**src/rtl/axis_parity_merge.sv**
```systemverilog
// Merges the odd/even AXI-Stream channels onto one master, packet-atomic, tuser = source (1 odd, 0 even).
// Latency: one arbitration bubble per packet, then 1 cycle slave beat to registered master beat.
// Backpressure: granted slave tready = !m_tvalid || m_tready; the ungranted channel never sees tready.
// Optional macro AXIS_PARITY_MERGE_PKT_CNT_EN adds per-channel completed-packet counters.
module axis_parity_merge #(
    parameter int DATA_WIDTH = 8
) (
    input  logic                  a_clk,
    input  logic                  axis_aresetn,
    input  logic                  axis_s_tvalid_odd,
    input  logic [DATA_WIDTH-1:0] axis_s_tdata_odd,
    input  logic                  axis_s_tlast_odd,
    output logic                  axis_s_tready_odd,
    input  logic                  axis_s_tvalid_even,
    input  logic [DATA_WIDTH-1:0] axis_s_tdata_even,
    input  logic                  axis_s_tlast_even,
    output logic                  axis_s_tready_even,
    output logic                  axis_m_tvalid,
    output logic [DATA_WIDTH-1:0] axis_m_tdata,
    output logic                  axis_m_tlast,
    output logic                  axis_m_tuser,
    input  logic                  axis_m_tready
`ifdef AXIS_PARITY_MERGE_PKT_CNT_EN
    ,
    output logic [15:0]           pkt_cnt_odd,
    output logic [15:0]           pkt_cnt_even
`endif
);

    typedef enum logic [1:0] {
        ST_IDLE      = 2'd0,
        ST_PASS_ODD  = 2'd1,
        ST_PASS_EVEN = 2'd2
    } state_t;

    state_t                r_state;
    state_t                w_state_nxt;
    logic                  r_last_grant_odd;
    logic                  w_last_grant_odd_nxt;

    logic                  r_m_tvalid;
    logic [DATA_WIDTH-1:0] r_m_tdata;
    logic                  r_m_tlast;
    logic                  r_m_tuser;

    logic                  w_load_en;
    logic                  w_tready_odd;
    logic                  w_tready_even;
    logic                  w_acc_odd;
    logic                  w_acc_even;

    // The output register can take a new beat when empty or being drained this cycle.
    assign w_load_en  = !r_m_tvalid || axis_m_tready;
    assign w_acc_odd  = axis_s_tvalid_odd  && w_tready_odd;
    assign w_acc_even = axis_s_tvalid_even && w_tready_even;

    // Arbitration and grant: ready comes only from state and the output register, never from tvalid.
    always_comb begin
        w_state_nxt          = r_state;
        w_last_grant_odd_nxt = r_last_grant_odd;
        w_tready_odd         = 1'b0;
        w_tready_even        = 1'b0;
        case (r_state)
            ST_IDLE: begin
                if (axis_s_tvalid_odd && axis_s_tvalid_even) begin
                    w_state_nxt = r_last_grant_odd ? ST_PASS_EVEN : ST_PASS_ODD;
                end else if (axis_s_tvalid_odd) begin
                    w_state_nxt = ST_PASS_ODD;
                end else if (axis_s_tvalid_even) begin
                    w_state_nxt = ST_PASS_EVEN;
                end
            end
            ST_PASS_ODD: begin
                w_tready_odd = w_load_en;
                if (axis_s_tvalid_odd && w_load_en && axis_s_tlast_odd) begin
                    w_state_nxt          = ST_IDLE;
                    w_last_grant_odd_nxt = 1'b1;
                end
            end
            ST_PASS_EVEN: begin
                w_tready_even = w_load_en;
                if (axis_s_tvalid_even && w_load_en && axis_s_tlast_even) begin
                    w_state_nxt          = ST_IDLE;
                    w_last_grant_odd_nxt = 1'b0;
                end
            end
            default: begin
                w_state_nxt = ST_IDLE;
            end
        endcase
    end

    // State register; reset points last grant at odd so even wins the first tie.
    always_ff @(posedge a_clk or negedge axis_aresetn) begin
        if (!axis_aresetn) begin
            r_state          <= ST_IDLE;
            r_last_grant_odd <= 1'b1;
        end else begin
            r_state          <= w_state_nxt;
            r_last_grant_odd <= w_last_grant_odd_nxt;
        end
    end

    // Output register: load on an accepted slave beat, otherwise drop valid once the sink takes it.
    always_ff @(posedge a_clk or negedge axis_aresetn) begin
        if (!axis_aresetn) begin
            r_m_tvalid <= 1'b0;
            r_m_tdata  <= '0;
            r_m_tlast  <= 1'b0;
            r_m_tuser  <= 1'b0;
        end else if (w_acc_odd) begin
            r_m_tvalid <= 1'b1;
            r_m_tdata  <= axis_s_tdata_odd;
            r_m_tlast  <= axis_s_tlast_odd;
            r_m_tuser  <= 1'b1;
        end else if (w_acc_even) begin
            r_m_tvalid <= 1'b1;
            r_m_tdata  <= axis_s_tdata_even;
            r_m_tlast  <= axis_s_tlast_even;
            r_m_tuser  <= 1'b0;
        end else if (axis_m_tready) begin
            r_m_tvalid <= 1'b0;
        end
    end

    assign axis_s_tready_odd  = w_tready_odd;
    assign axis_s_tready_even = w_tready_even;
    assign axis_m_tvalid      = r_m_tvalid;
    assign axis_m_tdata       = r_m_tdata;
    assign axis_m_tlast       = r_m_tlast;
    assign axis_m_tuser       = r_m_tuser;

`ifdef AXIS_PARITY_MERGE_PKT_CNT_EN
    logic [15:0] r_pkt_cnt_odd;
    logic [15:0] r_pkt_cnt_even;

    // Count packets as they leave on the master side; counters wrap naturally.
    always_ff @(posedge a_clk or negedge axis_aresetn) begin
        if (!axis_aresetn) begin
            r_pkt_cnt_odd  <= 16'd0;
            r_pkt_cnt_even <= 16'd0;
        end else if (r_m_tvalid && axis_m_tready && r_m_tlast) begin
            if (r_m_tuser) begin
                r_pkt_cnt_odd  <= r_pkt_cnt_odd + 16'd1;
            end else begin
                r_pkt_cnt_even <= r_pkt_cnt_even + 16'd1;
            end
        end
    end

    assign pkt_cnt_odd  = r_pkt_cnt_odd;
    assign pkt_cnt_even = r_pkt_cnt_even;
`endif

endmodule
```
**config.mk**
```make
export PLATFORM = sky130hd
export DESIGN_NAME = axis_parity_merge
export DESIGN_NICKNAME = d
export VERILOG_FILES = /design/src/rtl/axis_parity_merge.sv
export SDC_FILE = /design/constraint.sdc
export NUM_CORES = 1
export LEC_CHECK = 0
export CAP_MARGIN = 30
export CORE_AREA = 4 4 50 52
export CTS_CLUSTER_SIZE = 12
export DETAILED_ROUTE_END_ITERATION = 6
export DIE_AREA = 0 0 54 56
export PLACE_DENSITY = 0.85
export SYNTH_ARGS = -nofsm -noshare
export SYNTH_HDL_FRONTEND = slang
export SYNTH_SLANG_ARGS = --single-unit
```
**constraint.sdc**
```tcl
create_clock -name a_clk -period 2.2 [get_ports a_clk]
set_clock_uncertainty 0.1 [all_clocks]
set_input_delay 0.44 -clock a_clk [delete_from_list [all_inputs] [get_ports a_clk]]
set_output_delay 0.44 -clock a_clk [all_outputs]
set_load 0.01 [all_outputs]
```
==> out/metrics.yaml <==
run_status: "finished, final reports clean"
crit_type: "in2out"
numCtsBuffers: 3
start_util_pct: 37.7
synth_seq_cells: 14
antenna_cells: 0
cts_tree: "done"
holdBufCountCts: 0
rsz0062_at_grt: "no"
synth_top_area_share_pct: 40.9
grt_max_degree: 15
yosys_warnings: 0
relSlewSlack_pct: 57.8
wirelength_um: 1860
rr_startpoint: "r_state[1]$_DFFE_PN0P_"
clkSlewWorstSetupHoldPaths_ns: 0.08
core.rowCount: 17
p_leak_nw: 0.546
cp.arrival_ns: 1.44
fillCellCount: 176
slew_violations: 0
finalHoldViolCount: 0
clock_path_buffers: 2
cts-root-buf: "clkbuf_4"
syn-num-nets: 91
yosysSeqAreaShare_pct: 44.3
grt_pass1_wl_um: 2860
async_flop_share_pct: 100
fin_nets: 134
required_ns: 1.66
synth.distinct_cells: 28
drc: 0
num_io_pins: 36
viasPerCell: 4.96
clock_latency_ns: 0.28
syn_area_um2: 795
hp-class: "reg2reg"
first_pass_iters: 4
synthFlopType: "dfrtp_1"
dp_hpwl_um: 1430
mostFrequentLayoutCell: "clkdlybuf4s50_1"
htreeDepth: 1
worstSetupStartpoint: "axis_m_tready"
synthTopCellsByArea: "dfrtp_1 (41%), mux2_4 (23%), dfstp_2 (3.3%)"
gr-usage-all-layers_pct: 13.0
cp_max_fo: 4
utilization_pct: 59.4
drive_above_1_share_pct: 24.5
port-buffer-count: 35
mostFrequentLayoutCells: "clkdlybuf4s50_1 (33), mux2_4 (12), dfrtp_1 (11), buf_4 (6), nand2_1 (4)"
fp.dieH_um: 56
drt_iter0_drc: 11
synth_top_area_cell: "dfrtp_1"
worst_slew_pin_slew_ns: 0.631
fp.dieArea_um2: 3020
fin_cells: 138
max-cap-violations: 0
power_per_cell_area_nw_per_um2: 1160
cp-end-kind: "output pin"
wire_per_inst_um: 13.4
routabilityCongestion: 0.766
grt_pass1_vias: 679
place_inst: 131
synth_edf_count: 0
hold_start: "r_last_grant_odd$_DFFE_PN1P_"
syn-mean-instance-area_um2: 11.7
synth_cells: 68
syn2layout_area_growth_pct: 57.3
ant_nets: 0
num_vias: 685
setup-violations-final: 0
period_minus_slack_ns: 1.98
die_w_um: 54
cts_sinks: 14
period_share_pct: 90.1
antenna_found_initial: 0
max_freq_ghz: 0.504
worstSetupStartpointType: "input port"
grt-ovfl-total: 0
fp.coreArea_um2: 2110
ir_drop_v: 0.000504
## cells in the mapped netlist (2+ instances only)
cell / instances
a21oi_1: 2
a31oi_1: 2
dfrtp_1: 13
inv_1: 3
mux2_4: 12
nand2_1: 4
nand2b_1: 2
nand3_1: 2
nand3b_1: 3
nand4_1: 3
nor2b_1: 2
nor3_1: 2
o31ai_1: 3
## power breakdown
group          total [mW]  switching [mW]  internal [mW]
Clock               0.152          0.0813         0.0703
Sequential          0.482          0.0870          0.396
Combinational       0.810           0.306          0.504
## logic make-up (layout without fill, tap and decap cells)
family	count (synthesis)	in the layout	synth area share (%)
and+or+nand+nor	23	23	17.0
DFF	14	14	44.3
buffers and inverters	7	49	4.88
AOI/OAI and AO/OA	12	12	11.2
muxes	12	12	22.7
## routing by layer
metal	track usage, %	vias to the layer above	wire length [um]
met4	6.41	0	23
met5	0	-	0
met1	14.3	321	767
li1	-	330	-
met2	22.3	30	914
met3	3.22	4	149
## worst max-delay path: stages
cell	delay (ns)
clkdlybuf4s50_1	0.49
nor2b_2	0.06
nor3b_1	0.16
dlygate4sd2_1	0.29
## final timing paths
check	end	slack, ns	cells past startpoint
setup / recovery	axis_s_tready_odd	0.22	4
hold / removal	r_last_grant_odd$_DFFE_PN1P_	0.40	2
setup reg to reg	axis_m_tdata[5]$_DFFE_PN0P_	0.51	4
hold reg to reg	r_last_grant_odd$_DFFE_PN1P_	0.40	2
max in group asynchronous	r_state[1]$_DFFE_PN0P_	1.11	1
min in group asynchronous	axis_m_tvalid$_DFFE_PN0P_	0.45	1
## layout make-up
type | instances | area, um^2 | area share [%]
clock buffer | 4 | 26.3 | 2.10
sequential | 14 | 354 | 28.3
tap | 28 | 35.0 | 2.80
inverter | 3 | 11.3 | 0.901
timing repair buffer | 42 | 417 | 33.3
multi-input combinational | 47 | 407 | 32.5
## sequential cells by signal, summed over array words and instances, names as in the netlist
signal	cells
axis_m_tlast	1
r_state	2
axis_m_tvalid	1
axis_m_tuser	1
axis_m_tdata	8
r_last_grant_odd	1
## stage by stage
step                      setup WS (ns)  area, um^2  total power, mW  hold WS (ns)  TNS (ns)
after CTS                       0.00968        1230             1.43         0.409         0
after global routing             0.0824        1250             1.54         0.429         0
after detailed placement        -0.0565        1190             1.27         0.392   -0.0565
after floorplan                   0.587         795            0.909        0.0444         0
after global placement          -0.0470        1190             1.24         0.372   -0.0470
final                             0.218        1250             1.44         0.405         0
## timing repair
item                                   CTS  global route
gates resized for setup                  3             2
endpoints found under the hold margin    0             0
buffers inserted                         1             2
setup endpoints to repair                2             1
Note: power is estimated with default switching activity, not from simulation.
